## config.mk

```make
export PLATFORM = sky130hd
export DESIGN_NAME = serial_subtractor
export DESIGN_NICKNAME = d
export VERILOG_FILES = /design/src/rtl/serial_subtractor.sv
export SDC_FILE = /design/constraint.sdc
export NUM_CORES = 1
export LEC_CHECK = 0
export CAP_MARGIN = 20
export CORE_MARGIN = 2
export CORE_UTILIZATION = 37
export DETAILED_ROUTE_END_ITERATION = 7
export PLACE_DENSITY = 0.6
export SLEW_MARGIN = 40
export SYNTH_ARGS = -nofsm -noshare
export SYNTH_HDL_FRONTEND = slang
export SYNTH_SLANG_ARGS = --single-unit
```

## constraint.sdc

```tcl
create_clock -name clk -period 5 [get_ports clk]
set_input_delay 1.25 -clock clk [delete_from_list [all_inputs] [get_ports clk]]
set_output_delay 1.25 -clock clk [all_outputs]
set_load 0.05 [all_outputs]
```

## src/rtl/serial_subtractor.sv

```systemverilog
// Bit-serial WIDTH-bit subtractor (diff = a - b - bin), LSB first, one bit per clock,
// built from a single full-subtractor cell and a borrow flip-flop behind valid/ready handshakes.
module serial_subtractor #(
  parameter int WIDTH = 8
) (
  input  logic             clk,
  input  logic             rst,
  input  logic             in_valid,
  output logic             in_ready,
  input  logic [WIDTH-1:0] a,
  input  logic [WIDTH-1:0] b,
  input  logic             bin,
  output logic             out_valid,
  input  logic             out_ready,
  output logic [WIDTH-1:0] diff,
  output logic             bout,
  output logic             ovf
);

  localparam int CW = $clog2(WIDTH);

  typedef enum logic [1:0] {IDLE, SHIFT, DONE} state_t;

  state_t           state, state_next;
  logic [WIDTH-1:0] a_sr, b_sr;
  logic [CW-1:0]    cnt;
  logic             br;
  logic             a_msb, b_msb;
  logic             d, br_next, last, accept;

  // Full-subtractor cell on the current LSBs and the running borrow.
  assign d       = a_sr[0] ^ b_sr[0] ^ br;
  assign br_next = (~a_sr[0] & b_sr[0]) | (~(a_sr[0] ^ b_sr[0]) & br);
  assign last    = (cnt == CW'(WIDTH - 1));
  assign accept  = in_valid & in_ready;

  // NOTE: sequential state uses non-blocking assignments so every flop samples pre-edge values.
  always_ff @(posedge clk) begin
    if (rst) state <= IDLE;
    else     state <= state_next;
  end

  always_comb begin
    // NOTE: default first so every path assigns state_next and no latch is inferred.
    state_next = state;
    unique case (state)
      IDLE:    if (accept)    state_next = SHIFT;
      SHIFT:   if (last)      state_next = DONE;
      DONE:    if (out_ready) state_next = IDLE;
      default:                state_next = IDLE;
    endcase
  end

  always_comb begin
    in_ready  = (state == IDLE);
    out_valid = (state == DONE);
  end

  // NOTE: only the visible results are reset; shift registers, borrow and counter are
  // always reloaded on accept, so resetting them would buy nothing.
  always_ff @(posedge clk) begin
    if (rst) begin
      diff <= '0;
      bout <= 1'b0;
      ovf  <= 1'b0;
    end else begin
      unique case (state)
        IDLE: begin
          if (accept) begin
            a_sr  <= a;
            b_sr  <= b;
            br    <= bin;
            cnt   <= '0;
            a_msb <= a[WIDTH-1];
            b_msb <= b[WIDTH-1];
          end
        end
        SHIFT: begin
          a_sr <= {1'b0, a_sr[WIDTH-1:1]};
          b_sr <= {1'b0, b_sr[WIDTH-1:1]};
          diff <= {d, diff[WIDTH-1:1]};
          br   <= br_next;
          cnt  <= cnt + 1'b1;
          if (last) begin
            bout <= br_next;
            // Operands of differing sign overflow when the result sign departs from a's.
            ovf  <= (a_msb != b_msb) & (d != a_msb);
          end
        end
        default: ;
      endcase
    end
  end

endmodule

```

==> results of run 1 <==
==> worst register-to-register path: cells and delay by family (launching register included) <==
| family | cells | cell delay [ns] |
|---|---|---|
| fa+ha+maj | 1 | 0.64 |
| flops | 1 | 0.40 |
| compound gates | 2 | 0.29 |
| simple gates | 1 | 0.18 |
==> sequential cells by signal, summed over array words and instances (netlist names) <==
| register | flops |
|---|---|
| bout | 1 |
| diff | 8 |
| br | 1 |
| state | 2 |
| cnt | 3 |
| ovf | 1 |
| b_sr | 8 |
| a_msb | 1 |
| b_msb | 1 |
| a_sr | 8 |
==> layer usage <==
layer  vias up  routed length, µm
met4         0                 34
met5         -                  0
li1        527                  -
met1       466               1120
met2        25               1240
met3         4                127
==> logic make-up after synthesis <==
group / after synthesis / share of synthesized area, %
buffers and inverters: 10 / 3.73
DFF: 34 / 64.0
adders and majority gates: 3 / 3.20
AOI/OAI and AO/OA: 16 / 6.58
and+or+nand+nor: 76 / 22.5
==> stage by stage <==
| step | hold slack (ns) | area, µm² |
|---|---|---|
| 2_1_floorplan | 0.478 | 1410 |
| 3_3_place_gp | 0.454 | 1760 |
| 3_5_place_dp | 0.455 | 1760 |
| 4_1_cts | 0.466 | 1850 |
| 5_1_grt | 0.499 | 1850 |
| 6_report | 0.457 | 1850 |
==> layout make-up <==
cell class	count	area, µm²	share of cell area [%]
Clock buffer	7	86.3	4.66
Inverter	3	11.3	0.607
Tap cell	48	60.1	3.24
Timing Repair Buffer	33	328	17.7
Multi-Input combinational cell	95	463	25.0
Sequential cell	34	901	48.6
Clock inverter	1	5.00	0.270
==> power by group through the flow <==
stage / clock (mW) / sequential [mW] / combinational, mW
2_1_floorplan: 0 / 0.335 / 0.0439
3_3_place_gp: 0 / 0.331 / 0.0757
3_5_place_dp: 0 / 0.332 / 0.0775
4_1_cts: 0.210 / 0.326 / 0.0780
5_1_grt: 0.222 / 0.327 / 0.0858
6_report: 0.204 / 0.325 / 0.0764
==> how the worst min path moves through the flow <==
stage / startpoint / end / slack [ns] / cells after the start
4_1_cts: diff[0] / diff[0] / 0.47 / 2
3_5_place_dp: diff[0] / diff[0] / 0.45 / 2
5_1_grt: diff[0] / diff[0] / 0.50 / 2
2_1_floorplan: state[1] / state[0] / 0.48 / 1
6_report: diff[0] / diff[0] / 0.46 / 2
3_3_place_gp: diff[0] / diff[0] / 0.45 / 2
==> cells in the final DEF, fill, tap and decap left out <==
| cell | instances |
|---|---|
| sky130_fd_sc_hd__a22oi_1 | 1 |
| sky130_fd_sc_hd__and3b_1 | 1 |
| sky130_fd_sc_hd__dfxtp_1 | 12 |
| sky130_fd_sc_hd__a311oi_1 | 2 |
| sky130_fd_sc_hd__nor3_1 | 1 |
| sky130_fd_sc_hd__nor3_2 | 1 |
| sky130_fd_sc_hd__buf_4 | 1 |
| sky130_fd_sc_hd__nand2_1 | 59 |
| sky130_fd_sc_hd__edfxtp_1 | 22 |
| sky130_fd_sc_hd__clkbuf_8 | 6 |
| sky130_fd_sc_hd__nand2b_1 | 2 |
| sky130_fd_sc_hd__a21oi_1 | 11 |
| sky130_fd_sc_hd__ha_1 | 2 |
| sky130_fd_sc_hd__and2_1 | 4 |
| sky130_fd_sc_hd__clkbuf_1 | 1 |
| sky130_fd_sc_hd__inv_1 | 3 |
| sky130_fd_sc_hd__nor2b_1 | 1 |
| sky130_fd_sc_hd__o21ai_0 | 1 |
| sky130_fd_sc_hd__and2b_2 | 1 |
| sky130_fd_sc_hd__clkdlybuf4s50_1 | 32 |
| sky130_fd_sc_hd__fa_1 | 1 |
| sky130_fd_sc_hd__nor2_1 | 5 |
| sky130_fd_sc_hd__clkinv_2 | 1 |
| sky130_fd_sc_hd__nand2b_2 | 1 |
| sky130_fd_sc_hd__a211oi_1 | 1 |
==> impl_results.md, run 1 <==
- Type of the worst min-delay path: reg2reg
- Most area-hungry cell type in the Yosys netlist: sky130_fd_sc_hd__edfxtp_1
- Arr. time, crit path: 1.76 ns
- Number of antenna repair diodes: 0
- Total setup buffers inserted after CTS: 0
- Post-placement worst setup slack: 2.19 ns
- Synthesis warning total: 0
- Fmax: 0.332 GHz
- Worst endpoint required time: 3.75 ns
- Unrepaired setup endpoints after global routing: no
- Filler-free cell count of the finished design: 221
- Finished Core Util: 50.6%
- First-pass GRT wire length: 4.42 mm
- Final hold vios: 0
- Placeable core area: 0.00366 mm²
- Total chip power: 606 µW
- Global routing met2 resource utilization: 23.7%
- First drt pass iteration count: 4
- Worst slew margin relative to its limit: 66.3%
- Stage delay of the slowest cell on the critical path: 0.83 ns
- Cts repair resizes: 0
- Total CTS buffers: 5
- Area added between synthesis and finish: 31.7%
- Top_reg_cell synth: sky130_fd_sc_hd__edfxtp_1
- Final total negative setup slack: 0 ns
- CTS H-tree lvls: 2
- Routed length per instance: 11.4 µm
- Floorplan die area: 0.00431 mm²
- Buf/Inv on CP: 1
- Die span in y: 65.7 µm
- Routing layer with the top usage in global route: met2
- Power Dens Cells: 327 mW/mm²
- Cell internal pwr: 463 µW
- # setup viols final: 0
- Placed instance count: 213
- Critical-path cell with the highest stage delay: sky130_fd_sc_hd__clkdlybuf4s50_1
- Critical path cell sequence: nor2b_1 -> clkdlybuf4s50_1
- Stages on the worst setup path: 2
- Sink Count: 34
- Start point of the critical path: state[1]
- M1 GR Usage: 15.4%
- Final critical path time including I/O delays and setup: 3.01 ns
- Leading cell types by count after synthesis: sky130_fd_sc_hd__nand2_1, sky130_fd_sc_hd__edfxtp_1, sky130_fd_sc_hd__dfxtp_1
- Final worst clock skew: 0.00790 ns
- Area share of the largest cell type after synthesis: 46.9%
- Final estimated routing congestion in global placement: 0.638
- Number of distinct library cells after synthesis: 21
- Combinational cell fraction of total power: 12.6%
- Total routed wirelength: 2.53 mm
- Count of antenna-violating nets left after detailed routing: 0
- Number of filler cells placed in the layout: 343
- Static leakage: 0.714 nW
- Final Slew Violations: 0
- Async SR Flop Fraction: 0%
- Number of antenna violations at the first check in global routing: 0
- Number of global-route vias before repair: 1055
- Met3 track utilization from global routing: 4.11%
- FF-to-FF path depth: 4
- Top Family by Delay on Critical Path: buffers and inverters
- Critical path launch point type: flop
- Critical R2R Launch: a_sr[0]
- Initial drt markers: 34
- Aggregate global-route resource usage: 13.7%
- Number of maximum-capacitance violations: 0
- Net total in the final layout: 196
- Sequential share of power: 53.7%
- Via/cell ratio: 4.62
- Maximum clock insertion buffer count: 2
- DPL Wire Length: 1.72 mm
- Share of the yosys chip area belonging to registers: 64.0%
- CTS hold repair buffers: 0
- Die X-Extent: 65.7 µm
- Clock input transition at the sequential cells of the worst setup and hold paths: 0.07 ns
- Post-detailed-route DRC marker count: 0
- Clock tree from TritonCTS: done
- Total of buffers placed on input and output ports: 32
- Count of state elements after synthesis: 34
- Max FO, Critical Path: 7
- Synth area leaders: sky130_fd_sc_hd__edfxtp_1, sky130_fd_sc_hd__dfxtp_1, sky130_fd_sc_hd__nand2_1, sky130_fd_sc_hd__a21oi_1, sky130_fd_sc_hd__and2_1
- Reported net switching power: 143 µW
- Starting density of the core: 38.4%
- Number of enable flip-flop cells after synthesis: 22
- Endpoint of the worst register-to-register path: ovf
- R2R Setup Slk: 3.41 ns
- Clock root buffer: sky130_fd_sc_hd__clkbuf_8
- Clock network power share: 33.7%
- GRT overflow: 0
- Worst-margin pin slew: 0.505 ns
- Capture point of the critical path: out_valid
- Share of post-route cells with drive strength above 1: 6.36%
- Outcome: complete, no violations
- Core Rows: 22
- Instance count of the mapped netlist: 139
- Combined area of all synthesized cells: 0.00141 mm²
- Type of destination of the critical path: output pin
- Max VDD drop: 0.216 mV
- Mapped Nets: 163
- Per-instance average area after synthesis: 10.1 µm²
- Worst setup path class: reg2out
- PnR worst setup slack: 1.99 ns
- Top-Level Pins: 33
- Worst-Skew Late Latency: 0.28 ns
- Share of the clock period used by the worst path after layout: 60.3%
- Maximum number of pins on one net before global-route repair: 30
- Proportion of total power due to net switching: 23.6%
- Most common cell in the netlist: sky130_fd_sc_hd__nand2_1
- Via Count: 1022
(Power assumes the default switching activity.)
==> run 2, diff against run 1 <==
clock period = 3 ns   (was 5 ns; I/O delays follow)
==> results of run 2 <==
Same layout as run 1 (identical final DEF). Status: complete, no violations.
Main changes from that run: final weighted congestion in routability-driven placement 0.638 -> 0.637; setup slack after placement 2.19 ns -> 0.693 ns; setup slack after layout 1.99 ns -> 0.486 ns; register-to-register setup slack 3.41 ns -> 1.41 ns; total power 0.606 mW -> 1.01 mW; worst IR drop on VDD 0.216 mV -> 0.360 mV
